**src/rtl/uart_tx_arbiter.sv**
```systemverilog
// -----------------------------------------------------------------------------
// uart_tx_arbiter
//
// Purpose:
//   Shares one UART TX byte stream between three message requesters. Each
//   request produces one frame: a header byte that identifies the requester,
//   followed by its 16-bit payload, high byte first. Requester 0 (control)
//   always wins. Requesters 1 (keeper) and 2 (shot) alternate round-robin
//   when both are waiting.
//
// Optional feature:
//   `define UART_TX_CHECKSUM_EN adds a fourth byte to every frame:
//   header ^ payload[15:8] ^ payload[7:0]. It is sent after the low byte.
//
// Handshake:
//   A byte is transferred in any cycle where tx_wr=1 and tx_ready=1. tx_wr is
//   combinational: it is high in every SEND_* state while tx_ready is high.
//   A SEND_* state moves to the next state only on a transfer, so the FSM
//   waits while tx_ready is low.
//   req is a level that the requester holds until it sees its ack bit.
//   ack pulses for one cycle, and that cycle is the DONE state.
//
// Ports:
//   clk                 in   system clock, rising edge
//   rst                 in   asynchronous reset, active low
//   req[2:0]            in   per-requester message request (level)
//   payload0..2[15:0]   in   message payloads of requesters 0..2
//   ack[2:0]            out  one-cycle completion pulse per requester
//   tx_ready            in   UART TX FIFO not full
//   tx_wr               out  byte write strobe to UART TX
//   tx_data[7:0]        out  byte to UART TX
//   busy                out  high whenever the FSM is not in IDLE
//   dbg_state[2:0]      out  current FSM state encoding (debug visibility)
// -----------------------------------------------------------------------------
module uart_tx_arbiter #(
   parameter logic [7:0] HDR_CTRL   = 8'hC0,
   parameter logic [7:0] HDR_KEEPER = 8'hA0,
   parameter logic [7:0] HDR_SHOT   = 8'hB0
) (
   input  logic        clk,
   input  logic        rst,
   input  logic [2:0]  req,
   input  logic [15:0] payload0,
   input  logic [15:0] payload1,
   input  logic [15:0] payload2,
   output logic [2:0]  ack,
   input  logic        tx_ready,
   output logic        tx_wr,
   output logic [7:0]  tx_data,
   output logic        busy,
   output logic [2:0]  dbg_state
);

   typedef enum logic [2:0] {
      IDLE     = 3'd0,
      SEND_HDR = 3'd1,
      SEND_HI  = 3'd2,
      SEND_LO  = 3'd3,
`ifdef UART_TX_CHECKSUM_EN
      SEND_CK  = 3'd4,
`endif
      DONE     = 3'd5
   } state_t;

   state_t      state_q;
   logic [15:0] payload_q;
   logic [1:0]  idx_q;
   logic        rr_q;      // 0: requester 1 is favoured, 1: requester 2 is favoured
   logic [2:0]  ack_q;

   logic        grant_vld_d;
   logic [1:0]  grant_idx_d;
   logic [15:0] grant_payload_d;
   logic [7:0]  hdr_byte;
   logic        send_state;

   // Grant selection, used only in IDLE.
   always_comb begin
      grant_vld_d = |req;
      grant_idx_d = 2'd0;
      if (req[0]) begin
         grant_idx_d = 2'd0;
      end else if (req[1] && req[2]) begin
         grant_idx_d = rr_q ? 2'd2 : 2'd1;
      end else if (req[1]) begin
         grant_idx_d = 2'd1;
      end else if (req[2]) begin
         grant_idx_d = 2'd2;
      end

      case (grant_idx_d)
         2'd1:    grant_payload_d = payload1;
         2'd2:    grant_payload_d = payload2;
         default: grant_payload_d = payload0;
      endcase
   end

   always_comb begin
      case (idx_q)
         2'd1:    hdr_byte = HDR_KEEPER;
         2'd2:    hdr_byte = HDR_SHOT;
         default: hdr_byte = HDR_CTRL;
      endcase
   end

   always_comb begin
      send_state = 1'b0;
      tx_data    = 8'h00;
      case (state_q)
         SEND_HDR: begin
            send_state = 1'b1;
            tx_data    = hdr_byte;
         end
         SEND_HI: begin
            send_state = 1'b1;
            tx_data    = payload_q[15:8];
         end
         SEND_LO: begin
            send_state = 1'b1;
            tx_data    = payload_q[7:0];
         end
`ifdef UART_TX_CHECKSUM_EN
         SEND_CK: begin
            send_state = 1'b1;
            tx_data    = hdr_byte ^ payload_q[15:8] ^ payload_q[7:0];
         end
`endif
         default: begin
            send_state = 1'b0;
            tx_data    = 8'h00;
         end
      endcase
   end

   assign tx_wr     = send_state & tx_ready;
   assign ack       = ack_q;
   assign busy      = (state_q != IDLE);
   assign dbg_state = state_q;

   always_ff @(posedge clk or negedge rst) begin
      if (!rst) begin
         state_q   <= IDLE;
         payload_q <= 16'h0000;
         idx_q     <= 2'd0;
         rr_q      <= 1'b0;
         ack_q     <= 3'b000;
      end else begin
         ack_q <= 3'b000;
         case (state_q)
            IDLE: begin
               if (grant_vld_d) begin
                  payload_q <= grant_payload_d;
                  idx_q     <= grant_idx_d;
                  // The round-robin pointer only moves when 1 or 2 wins.
                  // A grant to 0 leaves the pointer unchanged.
                  if (grant_idx_d == 2'd1) rr_q <= 1'b1;
                  if (grant_idx_d == 2'd2) rr_q <= 1'b0;
                  state_q <= SEND_HDR;
               end
            end
            SEND_HDR: if (tx_ready) state_q <= SEND_HI;
            SEND_HI:  if (tx_ready) state_q <= SEND_LO;
            SEND_LO: begin
               if (tx_ready) begin
`ifdef UART_TX_CHECKSUM_EN
                  state_q <= SEND_CK;
`else
                  state_q <= DONE;
                  ack_q   <= 3'b001 << idx_q;
`endif
               end
            end
`ifdef UART_TX_CHECKSUM_EN
            SEND_CK: begin
               if (tx_ready) begin
                  state_q <= DONE;
                  ack_q   <= 3'b001 << idx_q;
               end
            end
`endif
            DONE:     state_q <= IDLE;
            default:  state_q <= IDLE;
         endcase
      end
   end

endmodule

```
**config.mk**
```make
export PLATFORM = sky130hd
export DESIGN_NAME = uart_tx_arbiter
export DESIGN_NICKNAME = d
export VERILOG_FILES = /design/src/rtl/uart_tx_arbiter.sv
export SDC_FILE = /design/constraint.sdc
export NUM_CORES = 1
export LEC_CHECK = 0
export ABC_AREA = 1
export BUFFER_PORTS_ARGS = -buffer_cell sky130_fd_sc_hd__buf_4
export CELL_PAD_IN_SITES_DETAIL_PLACEMENT = 0
export CELL_PAD_IN_SITES_GLOBAL_PLACEMENT = 1
export CORE_MARGIN = 3
export CORE_UTILIZATION = 30
export DETAILED_ROUTE_END_ITERATION = 8
export PLACE_DENSITY = 0.87
export SETUP_SLACK_MARGIN = 0.05
export SYNTH_ARGS = -nofsm -noshare
export SYNTH_HDL_FRONTEND = slang
export SYNTH_SLANG_ARGS = --single-unit
```
**constraint.sdc**
```tcl
create_clock -name clk -period 1.6 [get_ports clk]
set_input_delay 0.08 -clock clk [delete_from_list [all_inputs] [get_ports clk]]
set_output_delay 0.08 -clock clk [all_outputs]
set_load 0.05 [all_outputs]
```
==> run summary, run 1 <==
Clk pin slew, worst setup/hold paths: 90 ps
Avg Cell Area, Syn: 7.22 µm²
sequential element share of the synthesized area: 0.363
drt via density: 4.59
Die W: 81.8 µm
Tot GR Track Use: 0.159
RSZ-0062 raised after global routing: true
Die Y: 81.8 µm
Worst-Skew Late Latency: 270 ps
Routed wire per std cell: 12.9 µm
slowest CP cell: dfrtp_2
die area: 6700 µm²
Final GP Congestion: 0.773
GR Util met1: 0.227
Synth area leader: dfrtp_1
met3 Track Usage GR: 0.0274
worst-margin pin slew: 366 ps
Critical Path Most Common Cell: buf_4
Initial DRT Pass Iterations: 4
final hold violations: 0
Synth top area share: 0.363
final period utilization: 0.990
root buf cell: clkbuf_8
initial core utilization: 0.323
Final Critical Period: 1580 ps
Crit Path Max Fanout: 5
Yosys reg bits: 25
mux cell area share after synthesis: 0
fillers: 538
WP data arrival: 1500 ps
most common cell after layout, fill and taps aside: nand2_1
Hold Path Class: input pin to register
pin count of the biggest net entering global routing: 26
first-pass GRT wire length: 8280 µm
slowest stage delay, CP: 430 ps
final core area utilization: 0.516
commonest non-fill, non-tap cells in the layout: nand2_1 (94), buf_4 (75), nand3_1 (22), dfrtp_1 (22), nand3_2 (17)
post-synthesis compound-gate area fraction: 0.0261
Final Worst Setup Slack: 16.6 ps
Max-Slew Margin vs Limit: 0.756
GRT overflow: 0
vias in the first global route: 1718
detailed-route wire length: 5080 µm
largest family of logic cells by synthesized area: simple AND/OR/NAND/NOR gates
Max IR drop VDD: 0.00129 V
adder-cell share of the synthesized area: 0.0363
syn_nets: 298
max cap viols: 0
share of layout cells above drive strength 1: 0.489
Place WS: -14.1 ps
Yosys Warn Count: 0
leakage: 1.37 nW
clock buffer depth: 2
area delta synth->final: 59.7%
met2 usage: 0.243
Layout Skew: 5.18 ps
DRC viols: 0
row count: 26
nets: 385
via count: 1813
IO Count: 70
Power Density: 1750 nW/µm²
max-slew violations: 0
dpl hpwl: 3640 µm
H-tree depth: 1
busiest layer in global routing: met2
Crit. End Element: primary output
clock sinks: 25
simple-gate share of the synthesized area: 0.497
run status: complete, no violations
Area contributors post-synth: dfrtp_1 (36%), nand2_1 (23%), nand3_1 (8.7%)
DR iter-0 viols: 70
n_diodes: 0
mapped cell area: 1730 µm²
Req. time, crit path: 1520 ps
fmax: 632 MHz
setup_tns: 0 ps
CORE AREA: 5340 µm²
I/O Buffers: 69
CTS Buf Count: 3
Tot Pwr: 4.82 mW
post-synthesis xor/xnor area fraction: 0
initial antenna violation count: 0
Final setup viols: 0
CTS tree: done
post-route ant nets: 0
Distinct cells, synth: 26
Cell Chain, Critical Path: buf_4 -> inv_2 -> nor2_4 -> buf_4 -> nand2_1 -> nand3_1 -> buf_6
critical path class: register to primary output
worst hold slack: 46.6 ps
Synth Instances: 239
element type at the critical path start: register
-- cell type report --
| type | instances | area (µm²) | share of cell area |
|---|---|---|---|
| clock buffer | 4 | 45.0 | 0.0163 |
| inverter | 19 | 81.3 | 0.0295 |
| multi-input combinational | 186 | 1130 | 0.410 |
| sequential | 25 | 629 | 0.228 |
| tap | 70 | 87.6 | 0.0318 |
| timing repair buffer | 90 | 777 | 0.282 |
| timing repair inverter | 1 | 5.00 | 0.00182 |
-- state kept, by name (all words and copies together) (netlist names) --
register and count:
ack 3, rr_q 1, idx_q 2, dbg_state 3, payload_q 16
-- worst max-delay path, delay by kind of cell, from the launching register on --
family	cells	cell delay (ps)
AND/OR/NAND/NOR	3	310
flip-flops	1	430
buffers and inverters	4	490
-- cells by family after synthesis --
family                   Yosys count
adder cells (fa/ha/maj)            5
AND/OR/NAND/NOR                  174
buffers and inverters             28
flip-flops                        25
AO/OA/AOI/OAI                      7
-- metrics by stage --
stage | cells | cell area (µm²)
detailed placement | 371 | 2310
global route | 395 | 2760
finish | 395 | 2760
global placement | 371 | 2310
CTS | 391 | 2630
floorplan | 239 | 1740
-- where the power goes --
part,switching [mW],internal [mW],total [mW]
clock network,0.191,0.178,0.369
logic,1.98,1.32,3.29
registers,0.241,0.920,1.16
-- cells in the mapped netlist --
library cell and n:
nor2_4 2, inv_1 13, o211ai_1 4, buf_1 1, nand3_1 30, clkbuf_1 3, buf_2 3, buf_6 1
ha_1 5, o21ai_1 2, and3_1 1, buf_12 1, nor3_1 1, nand2_4 1, nand2_1 104, nor2_2 1
or2_2 16, dfrtp_1 25, nand2_8 1, a21oi_1 1, nor2_1 5, inv_4 1, nand4_1 1, inv_2 5
nor2_8 1, nand3_2 10
-- path summary, 6_finish.rpt --
path	to	from	slack, ps	cells past startpoint
setup / recovery	tx_data[7]	dbg_state[0]	20	7
hold / removal	ack[0]	tx_ready	50	3
setup reg to reg	payload_q[12]	rr_q	60	8
hold reg to reg	payload_q[8]	payload_q[8]	490	2
max in group asynchronous	dbg_state[1]	rst	1080	2
min in group asynchronous	ack[0]	rst	240	2
-- per-layer routing --
metal | vias to the layer above | share of wire
li1 | 924 | -
met1 | 816 | 0.46
met2 | 66 | 0.45
met3 | 7 | 0.071
met4 | 0 | 0.015
met5 | - | 0
-- repair_timing --
action,4_1_cts,5_1_grt
hold buffers,1,0
setup buffers,13,3
cloned,2,1
endpoints found under the hold margin,25,0
pin swaps,9,7
setup endpoints to repair,24,25
resized for setup,44,19
Power figures use the tool's default switching activity.
==> run 2, diff against run 1 <==
- CTS_CLUSTER_DIAMETER: unset -> 100
- clock period: 1.6 -> 1.33 ns (I/O delays scaled with it)
==> run 2 against run 1 <==
Effect of this change:
- the flow now finishes with violations (setup timing)
- clock skew fell by 3.2 ps
- hold slack worse by 15 ps
- die area unchanged
- non-clock buffer count rose by 10
- critical path depth down 2
- clock power increased by 24%
- clock-buffer cell count down 1
- critical path type unchanged
- critical endpoint is now tx_data[4]
- largest cell class unchanged
==> run summary, run 2 (synthesized netlist as in run 1, its figures left out) <==
Power Density: 2170 nW/µm²
dpl hpwl: 3930 µm
detailed-route wire length: 5410 µm
largest register by flop count: payload_q
reg2reg start: rr_q
clock sinks: 25
Place WS: -174 ps
Hold Path Class: input pin to register
DR iter-0 viols: 73
Final GP Congestion: 0.758
Tot Pwr: 6.69 mW
nets: 397
hold depth: 3
CTS tree: done
Max IR drop VDD: 0.00152 V
vias in the first global route: 1700
max-slew violations: 0
max reg flops: 16
max cap viols: 0
leakage: 1.51 nW
Die Y: 81.8 µm
CORE AREA: 5340 µm²
final period utilization: 1.20
Die W: 81.8 µm
RSZ-0062 raised after global routing: true
R2R cell count: 8
hold_sp: tx_ready
row count: 26
Final Critical Period: 1600 ps
Crit Path Max Fanout: 5
most common cell after layout, fill and taps aside: nand2_1
critical path class: register to primary output
Crit. End Element: primary output
Initial DRT Pass Iterations: 5
first-pass GRT wire length: 8200 µm
worst hold slack: 31.1 ps
Layout Skew: 1.93 ps
final hold violations: 0
r2r setup slk: -220 ps
area delta synth->final: 78.8%
Hold EP: ack[0]
Tot GR Track Use: 0.159
worst r2r dst: payload_q[8]
IO Count: 70
initial antenna violation count: 0
H-tree depth: 1
root buf cell: clkbuf_8
fmax: 624 MHz
commonest non-fill, non-tap cells in the layout: nand2_1 (85), buf_4 (74), nand3_2 (23)
Worst-Skew Late Latency: 270 ps
WP data arrival: 1540 ps
Clk pin slew, worst setup/hold paths: 90 ps
Final Worst Setup Slack: -272 ps
pin count of the biggest net entering global routing: 26
via count: 1871
Routed wire per std cell: 13.3 µm
element type at the critical path start: register
GRT overflow: 0
post-route ant nets: 0
failing checks: setup timing
worst-margin pin slew: 428 ps
I/O Buffers: 69
die area: 6700 µm²
share of layout cells above drive strength 1: 0.567
CTS Buf Count: 3
clock buffer depth: 2
drt via density: 4.60
n_diodes: 0
run status: finished with violations
initial core utilization: 0.323
Max-Slew Margin vs Limit: 0.714
DRC viols: 0
Final setup viols: 27
Req. time, crit path: 1260 ps
run 2: cell types whose count changed in the layout (fill, tap and decap cells not counted), moves of 2 or more:
cell	previous run	this run
buf_8	2	6
nand3_1	22	14
nand3_2	17	23
nand2_1	94	85
nand2_4	4	12
buf_6	9	15
nand3_4	1	3
inv_2	7	4
run 2: worst max-delay path by stage:
stage | start | to | slack, ps | cells after the start
detailed placement | rr_q | payload_q[11] | -170 | 8
finish | dbg_state[2] | tx_data[4] | -270 | 5
global placement | rr_q | payload_q[7] | -140 | 8
global route | idx_q[0] | tx_data[6] | -320 | 4
floorplan | dbg_state[1] | tx_data[4] | -330 | 3
CTS | dbg_state[2] | tx_data[4] | -250 | 5
run 2: critical path, cell delays in order, from the launching register on:
cell and delay [ps]:
dfrtp_2 470, buf_6 140, nor2_4 100, nand2_4 80
o211ai_1 230, buf_4 240
run 2: metrics by stage:
stage	util	cells	instance area (µm²)	TNS [ps]
after global placement	0.492	384	2630	-2020
after detailed placement	0.492	384	2630	-2580
after global routing	0.578	407	3080	-6520
final	0.578	407	3080	-4870
after floorplan	-	239	1990	-2480
after CTS	0.534	399	2850	-4750
run 2: final cells by class:
class	count	area, µm²
clock buffers	3	41.3
flip-flops and latches	25	632
repair inverters	1	7.51
multi-input cells	188	1290
inverters	19	101
repair buffers	100	915
fillers	508	2250
clock inverters	1	5.00
well taps	70	87.6
run 2: routing by layer:
| metal | up-vias | track usage | wire (µm) |
|---|---|---|---|
| met5 | - | 0 | 0 |
| met3 | 8 | 0.0175 | 249 |
| li1 | 954 | - | - |
| met1 | 844 | 0.236 | 2430 |
| met2 | 65 | 0.248 | 2630 |
| met4 | 0 | 0.0299 | 102 |
run 2: where the power goes:
group	leakage (nW)	switching (mW)	internal, mW	total (mW)
Combinational	1.17	2.77	2.07	4.84
Clock	0.0255	0.246	0.210	0.456
Sequential	0.312	0.280	1.11	1.39
run 2: timing repair:
action,in CTS,in global routing
gates resized for setup,28,33
setup endpoints to repair,31,33
cloned,2,4
hold buffers,1,0
buffers inserted,8,5
endpoints found under the hold margin,25,0
pin swaps,9,12
